## src/rtl/fpga_ddr3_example_if0_dmaster_pkt_pkg.sv

```systemverilog
// Shared definitions for the debug-master packet arbiter: FSM encoding,
// index width and small index helpers.
package fpga_ddr3_example_if0_dmaster_pkt_pkg;

   localparam logic [0:0] ST_IDLE   = 1'b0;
   localparam logic [0:0] ST_LOCKED = 1'b1;

   function automatic int unsigned clog2(input int unsigned v);
      int unsigned r;
      r = 0;
      while ((32'd1 << r) < v) r = r + 1;
      return r;
   endfunction

   // Index registers are sized for the largest supported channel count.
   localparam int unsigned MAX_CHANNELS = 8;
   localparam int unsigned IDX_WIDTH    = clog2(MAX_CHANNELS);

   function automatic logic [IDX_WIDTH-1:0] next_idx(input logic [IDX_WIDTH-1:0] idx,
                                                      input int unsigned n);
      if (32'(idx) == n - 1) return '0;
      return idx + IDX_WIDTH'(1);
   endfunction

endpackage

```

## src/rtl/fpga_ddr3_example_if0_dmaster_rr_arbiter.sv

```systemverilog
// Combinational rotating-priority select: first requester at or above
// rr_ptr, wrapping around.
module fpga_ddr3_example_if0_dmaster_rr_arbiter
   import fpga_ddr3_example_if0_dmaster_pkt_pkg::*;
#(
   parameter int unsigned NUM_CHANNELS = 2
) (
   input  logic [NUM_CHANNELS-1:0] req,
   input  logic [IDX_WIDTH-1:0]    rr_ptr,
   output logic [NUM_CHANNELS-1:0] gnt_onehot,
   output logic [IDX_WIDTH-1:0]    gnt_idx,
   output logic                    any
);

   always_comb begin
      int unsigned c;
      gnt_onehot = '0;
      gnt_idx    = '0;
      any        = 1'b0;
      c          = 0;
      for (int unsigned k = 0; k < NUM_CHANNELS; k++) begin
         c = 32'(rr_ptr) + k;
         if (c >= NUM_CHANNELS) c = c - NUM_CHANNELS;
         if (!any && req[c]) begin
            any           = 1'b1;
            gnt_idx       = IDX_WIDTH'(c);
            gnt_onehot[c] = 1'b1;
         end
      end
   end

endmodule

```

## src/rtl/fpga_ddr3_example_if0_dmaster_pkt_arbiter.sv

```systemverilog
// Packet-aware round-robin arbiter onto a single Avalon-ST byte path; a
// granted channel keeps the path until its endofpacket beat is accepted.
module fpga_ddr3_example_if0_dmaster_pkt_arbiter
   import fpga_ddr3_example_if0_dmaster_pkt_pkg::*;
#(
   parameter int unsigned NUM_CHANNELS  = 2,
   parameter int unsigned DATA_WIDTH    = 8,
   parameter int unsigned CHANNEL_WIDTH = 8
) (
   input  logic                               clk,
   input  logic                               reset,
   input  logic [NUM_CHANNELS-1:0]            in_valid,
   output logic [NUM_CHANNELS-1:0]            in_ready,
   input  logic [NUM_CHANNELS*DATA_WIDTH-1:0] in_data,
   input  logic [NUM_CHANNELS-1:0]            in_startofpacket,
   input  logic [NUM_CHANNELS-1:0]            in_endofpacket,
   input  logic                               out_ready,
   output logic                               out_valid,
   output logic [DATA_WIDTH-1:0]              out_data,
   output logic                               out_startofpacket,
   output logic                               out_endofpacket,
   output logic [CHANNEL_WIDTH-1:0]           out_channel
);

   logic [0:0]              state, state_next;
   logic [IDX_WIDTH-1:0]    rr_ptr, rr_next;
   logic [IDX_WIDTH-1:0]    lock_idx, lock_next;
   logic [NUM_CHANNELS-1:0] gnt_onehot;
   logic [IDX_WIDTH-1:0]    gnt_idx;
   logic                    any;
   logic                    space;
   logic [NUM_CHANNELS-1:0] ready_vec;
   logic                    accept;
   logic [DATA_WIDTH-1:0]   beat_data;
   logic                    beat_sop;
   logic                    beat_eop;
   logic [IDX_WIDTH-1:0]    beat_idx;

   fpga_ddr3_example_if0_dmaster_rr_arbiter #(
      .NUM_CHANNELS(NUM_CHANNELS)
   ) u_rr (
      .req       (in_valid),
      .rr_ptr    (rr_ptr),
      .gnt_onehot(gnt_onehot),
      .gnt_idx   (gnt_idx),
      .any       (any)
   );

   assign space    = ~out_valid | out_ready;
   assign in_ready = ready_vec;

   // Only the granted (IDLE) or locked channel may see ready.
   always_comb begin
      ready_vec = '0;
      if (!reset && space) begin
         if (state == ST_IDLE) begin
            if (any) ready_vec = gnt_onehot;
         end else begin
            for (int unsigned i = 0; i < NUM_CHANNELS; i++)
               if (lock_idx == IDX_WIDTH'(i)) ready_vec[i] = 1'b1;
         end
      end
   end

   // ready_vec is one-hot, so at most one beat matches here.
   always_comb begin
      accept    = 1'b0;
      beat_data = '0;
      beat_sop  = 1'b0;
      beat_eop  = 1'b0;
      beat_idx  = '0;
      for (int unsigned i = 0; i < NUM_CHANNELS; i++) begin
         if (ready_vec[i] && in_valid[i]) begin
            accept    = 1'b1;
            beat_data = in_data[i*DATA_WIDTH +: DATA_WIDTH];
            beat_sop  = in_startofpacket[i];
            beat_eop  = in_endofpacket[i];
            beat_idx  = IDX_WIDTH'(i);
         end
      end
   end

   always_comb begin
      state_next = state;
      rr_next    = rr_ptr;
      lock_next  = lock_idx;
      case (state)
         ST_IDLE: begin
            if (accept) begin
               if (beat_eop) begin
                  rr_next = next_idx(gnt_idx, NUM_CHANNELS);
               end else begin
                  lock_next  = gnt_idx;
                  state_next = ST_LOCKED;
               end
            end
         end
         ST_LOCKED: begin
            if (accept && beat_eop) begin
               state_next = ST_IDLE;
               rr_next    = next_idx(lock_idx, NUM_CHANNELS);
            end
         end
         default: state_next = ST_IDLE;
      endcase
   end

   always_ff @(posedge clk or posedge reset) begin
      if (reset) begin
         state    <= ST_IDLE;
         rr_ptr   <= '0;
         lock_idx <= '0;
      end else begin
         state    <= state_next;
         rr_ptr   <= rr_next;
         lock_idx <= lock_next;
      end
   end

   // Single output register stage; holds while downstream stalls.
   always_ff @(posedge clk or posedge reset) begin
      if (reset) begin
         out_valid         <= 1'b0;
         out_data          <= '0;
         out_startofpacket <= 1'b0;
         out_endofpacket   <= 1'b0;
         out_channel       <= '0;
      end else if (accept) begin
         out_valid         <= 1'b1;
         out_data          <= beat_data;
         out_startofpacket <= beat_sop;
         out_endofpacket   <= beat_eop;
         out_channel       <= CHANNEL_WIDTH'(beat_idx);
      end else if (space) begin
         out_valid         <= 1'b0;
      end
   end

endmodule

```

## config.mk

```make
export PLATFORM = sky130hd
export DESIGN_NAME = fpga_ddr3_example_if0_dmaster_pkt_arbiter
export DESIGN_NICKNAME = d
export VERILOG_FILES = /design/src/rtl/fpga_ddr3_example_if0_dmaster_pkt_pkg.sv /design/src/rtl/fpga_ddr3_example_if0_dmaster_rr_arbiter.sv /design/src/rtl/fpga_ddr3_example_if0_dmaster_pkt_arbiter.sv
export SDC_FILE = /design/constraint.sdc
export NUM_CORES = 1
export LEC_CHECK = 0
export BUFFER_PORTS_ARGS = -buffer_cell sky130_fd_sc_hd__buf_2
export CORE_UTILIZATION = 52
export DETAILED_ROUTE_END_ITERATION = 8
export GPL_ROUTABILITY_DRIVEN = 0
export GPL_TIMING_DRIVEN = 0
export PLACE_DENSITY = 0.84
export SLEW_MARGIN = 20
export SYNTH_ARGS = -nofsm -noshare
export SYNTH_HDL_FRONTEND = slang
export SYNTH_SLANG_ARGS = --single-unit
export TNS_END_PERCENT = 20
```

## constraint.sdc

```tcl
create_clock -name clk -period 4.3 [get_ports clk]
set_input_delay 0 -clock clk [delete_from_list [all_inputs] [get_ports clk]]
set_output_delay 0 -clock clk [all_outputs]
set_load 0.02 [all_outputs]
```

==> results of run 1 <==
[where the power goes]
group          internal (mW)  switching (mW)  total (mW)
logic                  0.250           0.336       0.586
clock network         0.0361          0.0531      0.0892
registers              0.256          0.0601       0.316
[worst max-delay path: stages, from the launching register on]
cell and delay, ns:
sky130_fd_sc_hd__dfrtp_1 0.50, sky130_fd_sc_hd__ha_1 0.29, sky130_fd_sc_hd__xnor2_1 0.14, sky130_fd_sc_hd__ha_1 0.20, sky130_fd_sc_hd__mux2i_1 0.28, sky130_fd_sc_hd__nand4b_1 0.20, sky130_fd_sc_hd__a311oi_4 0.50, sky130_fd_sc_hd__buf_2 0.30
sky130_fd_sc_hd__a22oi_1 0.11, sky130_fd_sc_hd__dlygate4sd3_1 0.58, sky130_fd_sc_hd__o21ai_1 0.08
[worst max path at each step]
stage                     slack, ns                  start  depth (start not counted)                 endpoint
final                          1.05  rr_ptr[0]$_DFFE_PP0P_                         10  out_data[6]$_DFFE_PP0P_
after global routing           0.79  rr_ptr[0]$_DFFE_PP0P_                         10  out_data[6]$_DFFE_PP0P_
after CTS                      1.08  rr_ptr[0]$_DFFE_PP0P_                         10  out_data[2]$_DFFE_PP0P_
after detailed placement       1.43  rr_ptr[0]$_DFFE_PP0P_                          9  lock_idx[0]$_DFFE_PP0P_
after global placement         1.53  rr_ptr[0]$_DFFE_PP0P_                          9  lock_idx[0]$_DFFE_PP0P_
after floorplan                1.76  rr_ptr[0]$_DFFE_PP0P_                          9  lock_idx[0]$_DFFE_PP0P_
[routing by layer]
layer | routed length, um | share of wire, %
met5 | 0 | 0
met4 | 55 | 1.7
met1 | 1430 | 44
met2 | 1600 | 49
met3 | 187 | 5.7
[cell usage after synthesis]
library cell and n:
sky130_fd_sc_hd__a311o_1 1, sky130_fd_sc_hd__a31oi_1 1, sky130_fd_sc_hd__nand3_1 1, sky130_fd_sc_hd__a311oi_4 1
sky130_fd_sc_hd__a22oi_2 1, sky130_fd_sc_hd__o21bai_1 1, sky130_fd_sc_hd__nor2_1 4, sky130_fd_sc_hd__o21ai_1 12
sky130_fd_sc_hd__a21oi_1 5, sky130_fd_sc_hd__o31ai_1 1, sky130_fd_sc_hd__buf_2 3, sky130_fd_sc_hd__o221a_2 1
sky130_fd_sc_hd__nor3b_1 2, sky130_fd_sc_hd__nor3_1 1, sky130_fd_sc_hd__o211ai_1 1, sky130_fd_sc_hd__mux2i_1 4
sky130_fd_sc_hd__and2_1 4, sky130_fd_sc_hd__inv_1 13, sky130_fd_sc_hd__o21ai_0 1, sky130_fd_sc_hd__xor2_1 1
sky130_fd_sc_hd__nand4b_1 1, sky130_fd_sc_hd__buf_4 7, sky130_fd_sc_hd__nor3b_2 1, sky130_fd_sc_hd__nand2_1 8
sky130_fd_sc_hd__ha_1 3, sky130_fd_sc_hd__o32ai_1 1, sky130_fd_sc_hd__nand3_4 1, sky130_fd_sc_hd__and3_1 4
sky130_fd_sc_hd__conb_1 1, sky130_fd_sc_hd__a22oi_1 6, sky130_fd_sc_hd__a31o_4 1, sky130_fd_sc_hd__a21o_1 3
sky130_fd_sc_hd__or2_1 1, sky130_fd_sc_hd__xnor2_1 1, sky130_fd_sc_hd__o21a_1 2, sky130_fd_sc_hd__dfrtp_1 19
sky130_fd_sc_hd__mux2_4 2, sky130_fd_sc_hd__nand2b_1 3, sky130_fd_sc_hd__nand3b_1 1
[final cells by class]
type                       instances  area [um2]  area share, %
timing repair buffer              58         390           23.3
clock buffer                       4        26.3           1.57
tap                               28        35.0           2.09
inverter                          13        48.8           2.91
multi-input combinational         89         631           37.7
sequential                        19         475           28.4
buffer                            10        67.6           4.04
[layout by cell type, fill, tap and decap left out, drive strengths merged, types with 2 or more instances in the layout]
| cell | n |
|---|---|
| buf | 48 |
| dlygate4sd3 | 20 |
| dfrtp | 19 |
| inv | 13 |
| o21ai | 13 |
| nand2 | 8 |
| conb | 7 |
| a22oi | 7 |
| a21oi | 5 |
| mux2i | 4 |
| and2 | 4 |
| nor2 | 4 |
| and3 | 4 |
| clkbuf | 4 |
| a21o | 3 |
| nand2b | 3 |
| ha | 3 |
| nor3b | 3 |
| mux2 | 2 |
| o21a | 2 |
| nand3 | 2 |
[cells by family after synthesis]
family,after synthesis,share of synthesized area (%)
AO/OA/AOI/OAI,39,24.0
XOR/XNOR,2,1.46
adder cells (fa/ha/maj),3,3.13
buffers and inverters,23,9.70
flip-flops,19,39.6
multiplexers,6,5.84
other,1,0.313
AND/OR/NAND/NOR,32,16.0
[metrics by stage]
stage                     area (um2)  setup WS, ns  total power, mW
after detailed placement        1450          1.43            0.840
after CTS                       1660          1.08            0.971
final                           1670          1.05            0.991
after global placement          1450          1.53            0.812
after global routing            1670         0.790             1.06
after floorplan                 1220          1.76            0.695
[sequential cells by signal (all words and copies together) (netlist names), named ones only]
register / cells
out_data: 8
lock_idx: 3
rr_ptr: 3
out_channel: 1
out_endofpacket: 1
out_startofpacket: 1
out_valid: 1
==> Implementation_results.wiki, run 1 <==
{| class="wikitable"
! Metric !! Value
|-
| Layout net count || 222
|-
| Starting Density || 54.8%
|-
| Total Neg Setup Slack || 0 ns
|-
| Largest net degree at the start of global routing || 22
|-
| Endpoint of the worst-slack reg-to-reg timing path || out_data[6]$_DFFE_PP0P_
|-
| CTS tree || built
|-
| Signed area change from the synthesized netlist to the final layout || 39.5%
|-
| Class of the most critical hold timing path || input port to flip-flop
|-
| Number of sinks handled by clock tree synthesis || 19
|-
| Initial antenna violation count || 0
|-
| Final number of hold-violating endpoints || 0
|-
| Buffer levels on the longest clock path || 2
|-
| Rows || 17
|-
| Flip-flop and latch count after synthesis || 19
|-
| Critical path endpoint category || flip-flop
|-
| Clk root buf || sky130_fd_sc_hd__clkbuf_4
|-
| Proportion of synthesized chip area in sequential cells || 39.6%
|-
| Classification of the worst setup path || flip-flop to flip-flop
|-
| Worst clock skew on the final layout || 0.00133 ns
|-
| Max frequency || 308 MHz
|-
| Post-Syn Area || 0.00120 mm2
|-
| Met1 track demand over resource in global routing || 35.6%
|-
| Remaining global-route overflow || 0
|-
| Worst reg2reg startpoint || rr_ptr[0]$_DFFE_PP0P_
|-
| Synth warnings || 0
|-
| Number of top-level pins || 46
|-
| Headroom to the max-slew limit || 50.1%
|-
| HPWL Detailed || 1960 um
|-
| Setup crit start kind || flip-flop
|-
| Number of cells upsized or downsized after cts || 0
|-
| Detailed Route WL || 3270 um
|-
| Number of global-route vias before repair || 1178
|-
| Critical path data arrival time || 3.47 ns
|-
| Via-to-Cell Ratio || 5.42
|-
| Number of setup buffers added after CTS || 0
|-
| Total CTS buffers || 3
|-
| Unrepaired setup endpoints after global routing || no
|-
| Cell Count, Final, Fillers Out || 221
|-
| Synth top area share || 39.6%
|-
| Post-DRT Antenna Nets || 0
|-
| Setup-violating endpoint count in the final report || 0
|-
| Worst Hold Depth || 3
|-
| Global-route total usage across every layer || 28.9%
|-
| Remaining routing DRC violations || 0
|-
| Overall die area || 0.00250 mm2
|-
| Placed cells || 197
|-
| Main area contributors after synthesis || sky130_fd_sc_hd__dfrtp_1 (40%), sky130_fd_sc_hd__o21ai_1 (5.0%), sky130_fd_sc_hd__buf_4 (4.4%), sky130_fd_sc_hd__inv_1 (4.1%), sky130_fd_sc_hd__a22oi_1 (3.8%)
|-
| Global routing usage on met2 || 51.6%
|-
| Width of the die || 50.0 um
|-
| Final worst path period share || 75.5%
|-
| Worst-Skew Late Latency || 0.29 ns
|-
| Filler cells || 133
|-
| Post-Syn Instances || 125
|-
| Number of unique standard cell types used by synthesis || 39
|-
| DRC marker count from the first detailed-route iteration || 20
|-
| Proportion of layout cells with a drive suffix above 1 || 30.6%
|-
| Status || finished clean
|-
| Via Count || 1198
|-
| Port-buffer cells || 38
|-
| Syn avg cell area || 9.60 um2
|-
| Peak ir drop on the vdd network || 0.343 mV
|-
| R2r setup slk || 1.05 ns
|-
| Register clock-pin slew on the reported worst setup and hold paths || 0.10 ns
|-
| Transition time of the tightest slew-check pin || 0.748 ns
|-
| Minimum hold slack || 0.0141 ns
|-
| Final max-slew violation count || 0
|-
| Antenna cells || 0
|-
| Wire per inst || 14.8 um
|-
| Grt met3 use || 3.09%
|-
| Final critical delay including setup and external delays || 3.25 ns
|-
| Capture endpoint of the worst hold path || out_valid$_DFFE_PP0P_
|-
| Core Footprint || 0.00219 mm2
|-
| Share of the core filled with cells || 76.4%
|-
| H-tree depth || 1
|-
| Power density of the placed cells || 592 mW/mm2
|-
| Chip Height || 50.0 um
|-
| Number of maximum-capacitance constraint violations || 0
|-
| Global-route wire length before repair || 5420 um
|-
| Hold-fix buffers at CTS || 19
|-
| Cell leakage power || 0.816 nW
|-
| Drt pass-1 iters || 4
|-
| Required arrival time at the worst endpoint || 4.52 ns
|-
| Cell depth of the worst flop-to-flop path || 10
|-
| Peak fanout along the critical path || 10
|-
| Most congested layer reported by global routing || met2
|-
| Synth area leader || sky130_fd_sc_hd__dfrtp_1
|-
| Start point of the worst min-delay path || out_ready
|}
Power figures use the tool's default switching activity.
==> run 2, diff against run 1 <==
--- a/config.mk
+++ b/config.mk
@@ -5,12 +5,13 @@
 export SDC_FILE = /design/constraint.sdc
 export NUM_CORES = 1
 export LEC_CHECK = 0
+export ABC_AREA = 1
 export BUFFER_PORTS_ARGS = -buffer_cell sky130_fd_sc_hd__buf_2
-export CORE_UTILIZATION = 52
+export CORE_UTILIZATION = 48
 export DETAILED_ROUTE_END_ITERATION = 8
 export GPL_ROUTABILITY_DRIVEN = 0
 export GPL_TIMING_DRIVEN = 0
-export PLACE_DENSITY = 0.84
+export PLACE_DENSITY = 0.78
 export SLEW_MARGIN = 20
 export SYNTH_ARGS = -nofsm -noshare
 export SYNTH_HDL_FRONTEND = slang
==> constraint.sdc (replaced) <==
create_clock -name clk -period 2.99 [get_ports clk]
set_input_delay 0 -clock clk [delete_from_list [all_inputs] [get_ports clk]]
set_output_delay 0 -clock clk [all_outputs]
set_load 0.02 [all_outputs]
==> run 2 against run 1 <==
Effect of this change: critical path depth rose by 6; sequential power increased by 53%; count of clock-buffer cells in the layout unchanged; maximum frequency increased by 16%; routed wire length increased by 6.9%; setup slack worse by 0.86 ns; critical endpoint is now out_data[2]$_DFFE_PP0P_.
==> Implementation_results.wiki, run 2 <==
{| class="wikitable"
! Metric !! Value
|-
| Register clock-pin slew on the reported worst setup and hold paths || 0.11 ns (was 0.10 ns)
|-
| Post-DRT Antenna Nets || 0 (unchanged)
|-
| Power density of the placed cells || 944 mW/mm2 (was 592 mW/mm2)
|-
| Synth warnings || 0 (unchanged)
|-
| Cell leakage power || 0.913 nW (was 0.816 nW)
|-
| Proportion of synthesized chip area in sequential cells || 38.5% (was 39.6%)
|-
| Initial antenna violation count || 0 (unchanged)
|-
| Buffer levels on the longest clock path || 2 (unchanged)
|-
| Unrepaired setup endpoints after global routing || no (unchanged)
|-
| Worst-Skew Late Latency || 0.30 ns (was 0.29 ns)
|-
| Total Neg Setup Slack || 0 ns (unchanged)
|-
| Final number of hold-violating endpoints || 0 (unchanged)
|-
| Proportion of layout cells with a drive suffix above 1 || 30.9% (was 30.6%)
|-
| Starting Density || 50.3% (was 54.8%)
|-
| Prevailing post-synth register cell || sky130_fd_sc_hd__dfrtp_1 (unchanged)
|-
| Max frequency || 358 MHz (was 308 MHz)
|-
| EDFF count, synth || 0 (unchanged)
|-
| Synth top area share || 38.5% (was 39.6%)
|-
| Number of setup buffers added after CTS || 0 (unchanged)
|-
| Rows || 18 (was 17)
|-
| Final max-slew violation count || 0 (unchanged)
|-
| Final critical delay including setup and external delays || 2.79 ns (was 3.25 ns)
|-
| Via Count || 1346 (was 1198)
|-
| Endpoint of the worst-slack reg-to-reg timing path || out_data[2]$_DFFE_PP0P_ (was out_data[6]$_DFFE_PP0P_)
|-
| Syn avg cell area || 7.48 um2 (was 9.60 um2)
|-
| Start point of the worst min-delay path || in_valid[1] (was out_ready)
|-
| Largest net degree at the start of global routing || 21 (was 22)
|-
| Detailed Route WL || 3500 um (was 3270 um)
|-
| Worst setup slack after layout || 0.195 ns (was 1.05 ns)
|-
| Capture endpoint of the worst hold path || out_channel[0]$_DFFE_PP0P_ (was out_valid$_DFFE_PP0P_)
|-
| Width of the die || 52.7 um (was 50.0 um)
|-
| Via-to-Cell Ratio || 5.12 (was 5.42)
|-
| Proportion of synthesized flip-flops having asynchronous set or reset || 100% (unchanged)
|-
| Global-route total usage across every layer || 27.2% (was 28.9%)
|-
| Launch point of the worst path || rr_ptr[0]$_DFFE_PP0P_ (unchanged)
|-
| Remaining global-route overflow || 0 (unchanged)
|-
| Overall die area || 0.00278 mm2 (was 0.00250 mm2)
|-
| Crit path max-delay cell type || sky130_fd_sc_hd__dlygate4sd3_1 (unchanged)
|-
| Antenna cells || 0 (unchanged)
|-
| Class of the most critical hold timing path || input port to flip-flop (unchanged)
|-
| Worst Hold Depth || 3 (unchanged)
|-
| Post-Place Worst Slack || 0.859 ns (was 1.43 ns)
|-
| Largest register by flop count || out_data (unchanged)
|-
| Layout net count || 262 (was 222)
|-
| Global-route wire length before repair || 5380 um (was 5420 um)
|-
| Chip Height || 52.7 um (was 50.0 um)
|-
| Number of sinks handled by clock tree synthesis || 19 (unchanged)
|-
| Largest regs || out_data: 8 flops, lock_idx: 3 flops, rr_ptr: 3 flops (unchanged)
|-
| Worst reg2reg startpoint || rr_ptr[0]$_DFFE_PP0P_ (unchanged)
|-
| Peak fanout along the critical path || 10 (unchanged)
|-
| Core Footprint || 0.00245 mm2 (was 0.00219 mm2)
|-
| CTS tree || built (unchanged)
|-
| R2r setup slk || 0.20 ns (was 1.05 ns)
|-
| Port-buffer cells || 38 (unchanged)
|-
| Post-Syn Area || 0.00123 mm2 (was 0.00120 mm2)
|-
| Classification of the worst setup path || flip-flop to flip-flop (unchanged)
|-
| Signed area change from the synthesized netlist to the final layout || 38.9% (was 39.5%)
|-
| Critical path endpoint category || flip-flop (unchanged)
|-
| List of most frequent post-synthesis cells || sky130_fd_sc_hd__nand2_1 (49), sky130_fd_sc_hd__dfrtp_1 (19), sky130_fd_sc_hd__inv_1 (15), sky130_fd_sc_hd__nand3_1 (15), sky130_fd_sc_hd__nand2_2 (11) (was sky130_fd_sc_hd__dfrtp_1 (19), sky130_fd_sc_hd__inv_1 (13), sky130_fd_sc_hd__o21ai_1 (12), sky130_fd_sc_hd__nand2_1 (8), sky130_fd_sc_hd__buf_4 (7))
|-
| Most common cell after layout, fill and taps aside || sky130_fd_sc_hd__nand2_1 (was sky130_fd_sc_hd__buf_2)
|-
| Total CTS buffers || 3 (unchanged)
|-
| Commonest non-fill, non-tap cells in the layout || sky130_fd_sc_hd__nand2_1 (49), sky130_fd_sc_hd__buf_2 (38), sky130_fd_sc_hd__dlygate4sd3_1 (20), sky130_fd_sc_hd__dfrtp_1 (19), sky130_fd_sc_hd__nand3_1 (15) (was sky130_fd_sc_hd__buf_2 (41), sky130_fd_sc_hd__dlygate4sd3_1 (20), sky130_fd_sc_hd__dfrtp_1 (19), sky130_fd_sc_hd__inv_1 (13), sky130_fd_sc_hd__o21ai_1 (12))
|-
| Cell depth of the worst flop-to-flop path || 16 (was 10)
|-
| Remaining routing DRC violations || 0 (unchanged)
|-
| Wire per inst || 13.3 um (was 14.8 um)
|-
| Filler cells || 172 (was 133)
|-
| Worst clock skew on the final layout || 0.00199 ns (was 0.00133 ns)
|-
| DRC marker count from the first detailed-route iteration || 35 (was 20)
|-
| Synth area leader || sky130_fd_sc_hd__dfrtp_1 (unchanged)
|-
| Status || finished clean (unchanged)
|-
| Setup crit start kind || flip-flop (unchanged)
|-
| HPWL Detailed || 2180 um (was 1960 um)
|-
| Number of flip-flops under the largest register name || 8 (unchanged)
|-
| H-tree depth || 1 (unchanged)
|-
| Number of top-level pins || 46 (unchanged)
|-
| Cell occurring most often along the worst timing path || sky130_fd_sc_hd__nand2_2 (was sky130_fd_sc_hd__ha_1)
|-
| Clk root buf || sky130_fd_sc_hd__clkbuf_4 (unchanged)
|-
| Most common cell in the synthesized netlist || sky130_fd_sc_hd__nand2_1 (was sky130_fd_sc_hd__dfrtp_1)
|-
| Main area contributors after synthesis || sky130_fd_sc_hd__dfrtp_1 (39%), sky130_fd_sc_hd__nand2_1 (15%), sky130_fd_sc_hd__nand3_1 (6.1%), sky130_fd_sc_hd__nand2_2 (5.6%), sky130_fd_sc_hd__inv_1 (4.6%) (was sky130_fd_sc_hd__dfrtp_1 (40%), sky130_fd_sc_hd__o21ai_1 (5.0%), sky130_fd_sc_hd__buf_4 (4.4%), sky130_fd_sc_hd__inv_1 (4.1%), sky130_fd_sc_hd__a22oi_1 (3.8%))
|-
| Peak ir drop on the vdd network || 0.772 mV (was 0.343 mV)
|-
| Delay of the slowest cell on the worst path || 0.57 ns (was 0.58 ns)
|-
| Post-Syn Instances || 165 (was 125)
|-
| Number of maximum-capacitance constraint violations || 0 (unchanged)
|-
| Flip-flop and latch count after synthesis || 19 (unchanged)
|-
| Required arrival time at the worst endpoint || 3.18 ns (was 4.52 ns)
|-
| Drt pass-1 iters || 4 (unchanged)
|-
| Critical path data arrival time || 2.99 ns (was 3.47 ns)
|-
| Number of unique standard cell types used by synthesis || 28 (was 39)
|-
| Number of global-route vias before repair || 1260 (was 1178)
|-
| Setup-violating endpoint count in the final report || 0 (unchanged)
|-
| Final worst path period share || 93.5% (was 75.5%)
|-
| Cells along the critical path || ha_1, inv_1, nand2_1, nand2_2, inv_1, ha_1, nor2_1, o211ai_1, nand3_2, nand3_2, nand2_2, inv_2, buf_6, nand2_2, nand3_1, dlygate4sd3_1 (was ha_1, xnor2_1, ha_1, mux2i_1, nand4b_1, a311oi_4, buf_2, a22oi_1, dlygate4sd3_1, o21ai_1)
|}
==> run 2: where the power goes <==
| group | switching [mW] | total (mW) | internal, mW |
|---|---|---|---|
| sequential | 0.108 | 0.483 | 0.376 |
| combinational | 0.598 | 1.00 | 0.403 |
| clock | 0.0806 | 0.133 | 0.0521 |
==> run 2: kinds of logic (layout without fill, tap and decap cells) <==
logic type | after synthesis | after routing | synth area share, %
AND/OR/NAND/NOR | 95 | 95 | 37.7
buffers and inverters | 29 | 91 | 11.6
flip-flops | 19 | 19 | 38.5
AO/OA/AOI/OAI | 17 | 17 | 8.11
adder cells (fa/ha/maj) | 3 | 3 | 3.04
other | 1 | 7 | 0.304
XOR/XNOR | 1 | 1 | 0.710
==> run 2: layout make-up <==
cell class | instances | area [um2] | share of cell area [%]
clock buffer | 4 | 26.3 | 1.53
sequential | 19 | 475 | 27.7
multi-input combinational | 123 | 638 | 37.2
timing repair buffer | 58 | 390 | 22.8
tap | 30 | 37.5 | 2.19
inverter | 21 | 82.6 | 4.82
buffer | 8 | 63.8 | 3.72
==> run 2: repair_timing <==
action,4_1_cts,5_1_grt
hold buffers,20,0
resized for setup,0,1
endpoints found under the setup margin,0,7
endpoints found under the hold margin,29,0
==> run 2: per-stage QoR <==
step	hold WS (ns)	std cells	util (%)	total power [mW]	cell area, um2
finish	0.0552	263	69.8	1.62	1710
global placement	0.146	239	60.4	1.28	1480
floorplan	-0.0429	171	-	1.09	1260
CTS	0.0326	263	69.7	1.58	1710
detailed placement	0.172	239	60.4	1.33	1480
global route	0.0663	263	69.8	1.73	1710
==> run 2: worst max path at each step <==
stage                                    endpoint  slack (ns)  cells past startpoint
after global routing      out_data[2]$_DFFE_PP0P_        0.05                     16
after global placement      rr_ptr[2]$_DFFE_PP0P_        0.93                     14
final                     out_data[2]$_DFFE_PP0P_        0.20                     16
after detailed placement  lock_idx[2]$_DFFE_PP0P_        0.86                     14
after CTS                 out_data[2]$_DFFE_PP0P_        0.15                     12
after floorplan           out_data[0]$_DFFE_PP0P_        1.08                     15
==> run 2: layer usage <==
layer / wire length (um) / vias up / share of wire (%) / track usage (%)
met5: 0 / - / 0 / 0
met4: 107 / 0 / 3.1 / 13.6
met3: 162 / 11 / 4.6 / 2.32
met2: 1860 / 64 / 53 / 50.6
met1: 1370 / 622 / 39 / 30.3
li1: - / 649 / - / -
==> run 2: critical path, delay by kind of cell (launching register included) <==
kind / cells / cell delay (ns)
buffers and inverters: 5 / 0.87
and+or+nand+nor: 8 / 0.79
DFF: 1 / 0.48
adders and majority gates: 2 / 0.44
AOI/OAI and AO/OA: 1 / 0.11
==> run 3, diff against run 2 <==
--- a/config.mk
+++ b/config.mk
@@ -7,11 +7,12 @@
 export LEC_CHECK = 0
 export ABC_AREA = 1
 export BUFFER_PORTS_ARGS = -buffer_cell sky130_fd_sc_hd__buf_2
-export CORE_UTILIZATION = 48
+export CORE_ASPECT_RATIO = 1.5
+export CORE_UTILIZATION = 35
 export DETAILED_ROUTE_END_ITERATION = 8
 export GPL_ROUTABILITY_DRIVEN = 0
 export GPL_TIMING_DRIVEN = 0
-export PLACE_DENSITY = 0.78
+export PLACE_DENSITY = 0.6
 export SLEW_MARGIN = 20
 export SYNTH_ARGS = -nofsm -noshare
 export SYNTH_HDL_FRONTEND = slang
==> run 3 against run 2 <==
Effect of this change: register-to-register slack improved by 0.11 ns; clock power up 27%; routed wire length decreased by 17%; total power fell by 0.77%; critical path type unchanged; critical endpoint unchanged; largest cell class unchanged; highest routed layer unchanged.
==> Implementation_results.wiki, run 3 (synthesis results as in run 2) <==
{| class="wikitable"
! Metric !! Value
|-
| Wire per inst || 10.5 um (was 13.3 um)
|-
| Signed area change from the synthesized netlist to the final layout || 41.7% (was 38.9%)
|-
| Number of global-route vias before repair || 1223 (was 1260)
|-
| Required arrival time at the worst endpoint || 3.12 ns (was 3.18 ns)
|-
| Remaining routing DRC violations || 0 (unchanged)
|-
| Chip Height || 74.7 um (was 52.7 um)
|-
| Layout net count || 262 (unchanged)
|-
| Unrepaired setup endpoints after global routing || no (unchanged)
|-
| Classification of the worst setup path || flip-flop to flip-flop (unchanged)
|-
| Proportion of layout cells with a drive suffix above 1 || 30.9% (unchanged)
|-
| HPWL Detailed || 2110 um (was 2180 um)
|-
| Part of the power in registers || 29.8% (was 29.9%)
|-
| Port-buffer cells || 38 (unchanged)
|-
| Overall die area || 0.00377 mm2 (was 0.00278 mm2)
|-
| Drt pass-1 iters || 4 (unchanged)
|-
| Status || finished clean (unchanged)
|-
| Worst clock skew on the final layout || 0.00168 ns (was 0.00199 ns)
|-
| Starting Density || 36.5% (was 50.3%)
|-
| Initial antenna violation count || 0 (unchanged)
|-
| Detailed Route WL || 2900 um (was 3500 um)
|-
| Setup-violating endpoint count in the final report || 0 (unchanged)
|-
| Filler cells || 348 (was 172)
|-
| Worst-Skew Late Latency || 0.25 ns (was 0.30 ns)
|-
| H-tree depth || 1 (unchanged)
|-
| Antenna cells || 0 (unchanged)
|-
| Largest regs || out_data: 8 flops, lock_idx: 3 flops, rr_ptr: 3 flops (unchanged)
|-
| Most common cell after layout, fill and taps aside || sky130_fd_sc_hd__nand2_1 (unchanged)
|-
| Buffer levels on the longest clock path || 2 (unchanged)
|-
| Class of the most critical hold timing path || input port to flip-flop (unchanged)
|-
| Register clock-pin slew on the reported worst setup and hold paths || 0.06 ns (was 0.11 ns)
|-
| Core Footprint || 0.00338 mm2 (was 0.00245 mm2)
|-
| Net switching power of the design || 0.732 mW (was 0.786 mW)
|-
| Global-route wire length before repair || 4900 um (was 5380 um)
|-
| Via-to-Cell Ratio || 4.57 (was 5.12)
|-
| Share of the core filled with cells || 51.7% (was 69.8%)
|-
| Total Neg Setup Slack || 0 ns (unchanged)
|-
| Cell leakage power || 0.920 nW (was 0.913 nW)
|-
| Area occupied by multi-input gates || 638 um2 (unchanged)
|-
| Total CTS buffers || 3 (unchanged)
|-
| Setup crit start kind || flip-flop (unchanged)
|-
| DRC marker count from the first detailed-route iteration || 26 (was 35)
|-
| Power density of the placed cells || 918 mW/mm2 (was 944 mW/mm2)
|-
| Area used by sequential logic in the layout || 475 um2 (unchanged)
|-
| Commonest non-fill, non-tap cells in the layout || sky130_fd_sc_hd__nand2_1 (49), sky130_fd_sc_hd__buf_2 (38), sky130_fd_sc_hd__dlygate4sd3_1 (20), sky130_fd_sc_hd__dfrtp_1 (19), sky130_fd_sc_hd__nand3_1 (15) (unchanged)
|-
| Largest net degree at the start of global routing || 21 (unchanged)
|-
| Via Count || 1258 (was 1346)
|-
| Critical path endpoint category || flip-flop (unchanged)
|-
| Final number of hold-violating endpoints || 0 (unchanged)
|-
| Final worst path period share || 89.7% (was 93.5%)
|-
| Peak ir drop on the vdd network || 0.531 mV (was 0.772 mV)
|-
| Post-DRT Antenna Nets || 0 (unchanged)
|-
| Number of setup buffers added after CTS || 0 (unchanged)
|-
| Final max-slew violation count || 0 (unchanged)
|-
| Number of top-level pins || 46 (unchanged)
|-
| Part of the total power dissipated in the clock network || 10.6% (was 8.2%)
|-
| Int Power || 0.873 mW (was 0.831 mW)
|-
| Largest register by flop count || out_data (unchanged)
|-
| Final critical delay including setup and external delays || 2.68 ns (was 2.79 ns)
|-
| Logic pwr share || 59.6% (was 61.9%)
|-
| Peak fanout along the critical path || 9 (was 10)
|-
| Clk root buf || sky130_fd_sc_hd__clkbuf_8 (was sky130_fd_sc_hd__clkbuf_4)
|-
| Remaining global-route overflow || 0 (unchanged)
|-
| Critical path data arrival time || 2.81 ns (was 2.99 ns)
|-
| Global-route total usage across every layer || 16.9% (was 27.2%)
|-
| CTS tree || built (unchanged)
|-
| Rows || 26 (was 18)
|-
| Switching share of power || 45.6% (was 48.6%)
|-
| Number of maximum-capacitance constraint violations || 0 (unchanged)
|-
| Number of flip-flops under the largest register name || 8 (unchanged)
|-
| Number of sinks handled by clock tree synthesis || 19 (unchanged)
|-
| Max frequency || 373 MHz (was 358 MHz)
|-
| Width of the die || 50.5 um (was 52.7 um)
|}
## run 3: final cells by class
type | instances | share of cell area [%]
multi-input combinational | 123 | 36.5
sequential | 19 | 27.2
timing repair buffer | 58 | 22.3
inverter | 21 | 4.72
buffer | 8 | 3.65
tap | 42 | 3.01
clock buffer | 4 | 2.58
## run 3: metal layers
metal | routed length, um | global-route usage (%) | vias up
li1 | - | - | 647
met1 | 1170 | 18.1 | 571
met3 | 113 | 1.21 | 2
met5 | 0 | 0 | -
met2 | 1590 | 34.1 | 38
met4 | 20 | 5.56 | 0
## run 3: worst max-delay path, stage by stage (launching register included)
cell and delay, ns:
sky130_fd_sc_hd__dfrtp_1 0.47, sky130_fd_sc_hd__ha_1 0.22, sky130_fd_sc_hd__inv_1 0.05, sky130_fd_sc_hd__nand2_1 0.06, sky130_fd_sc_hd__nand2_2 0.06, sky130_fd_sc_hd__inv_1 0.05, sky130_fd_sc_hd__ha_1 0.13, sky130_fd_sc_hd__nor2_1 0.05
sky130_fd_sc_hd__o211ai_1 0.20, sky130_fd_sc_hd__nand3_2 0.15, sky130_fd_sc_hd__nand3_4 0.11, sky130_fd_sc_hd__clkinv_1 0.23, sky130_fd_sc_hd__nand2_1 0.15, sky130_fd_sc_hd__nand3_1 0.08, sky130_fd_sc_hd__dlygate4sd3_1 0.56
## run 3: path summary, 6_finish.rpt
check / from / depth (start not counted) / to / slack, ns
setup reg to reg: rr_ptr[0]$_DFFE_PP0P_ / 14 / out_data[2]$_DFFE_PP0P_ / 0.31
max in group asynchronous: reset / 3 / async pin / 2.43
min in group asynchronous: reset / 3 / out_endofpacket$_DFFE_PP0P_ / 0.30
setup / recovery: rr_ptr[0]$_DFFE_PP0P_ / 14 / out_data[2]$_DFFE_PP0P_ / 0.31
hold reg to reg: out_endofpacket$_DFFE_PP0P_ / 2 / out_endofpacket$_DFFE_PP0P_ / 0.47
hold / removal: in_valid[1] / 3 / out_channel[0]$_DFFE_PP0P_ / 0.10
## run 3: power groups by stage
stage | registers (mW) | clock network [mW] | logic, mW
after floorplan | 0.559 | 0 | 0.535
after global placement | 0.480 | 0 | 0.829
after detailed placement | 0.481 | 0 | 0.836
after CTS | 0.478 | 0.176 | 0.959
after global routing | 0.495 | 0.186 | 1.08
final | 0.479 | 0.169 | 0.957
## run 3: stage by stage
| step | std cells | total power [mW] | setup WS (ns) | instance area [um2] | hold WS (ns) |
|---|---|---|---|---|---|
| global route | 275 | 1.76 | 0.0408 | 1750 | 0.132 |
| detailed placement | 251 | 1.32 | 0.855 | 1500 | 0.158 |
| floorplan | 171 | 1.09 | 1.08 | 1260 | -0.0429 |
| CTS | 275 | 1.61 | 0.0676 | 1740 | 0.0976 |
| global placement | 251 | 1.31 | 0.884 | 1500 | 0.161 |
| finish | 275 | 1.60 | 0.308 | 1750 | 0.101 |
## run 3: repair_timing
action	in CTS	in global routing
setup endpoints to repair	0	9
hold buffers	20	0
endpoints found under the hold margin	29	0
gates resized for setup	0	1
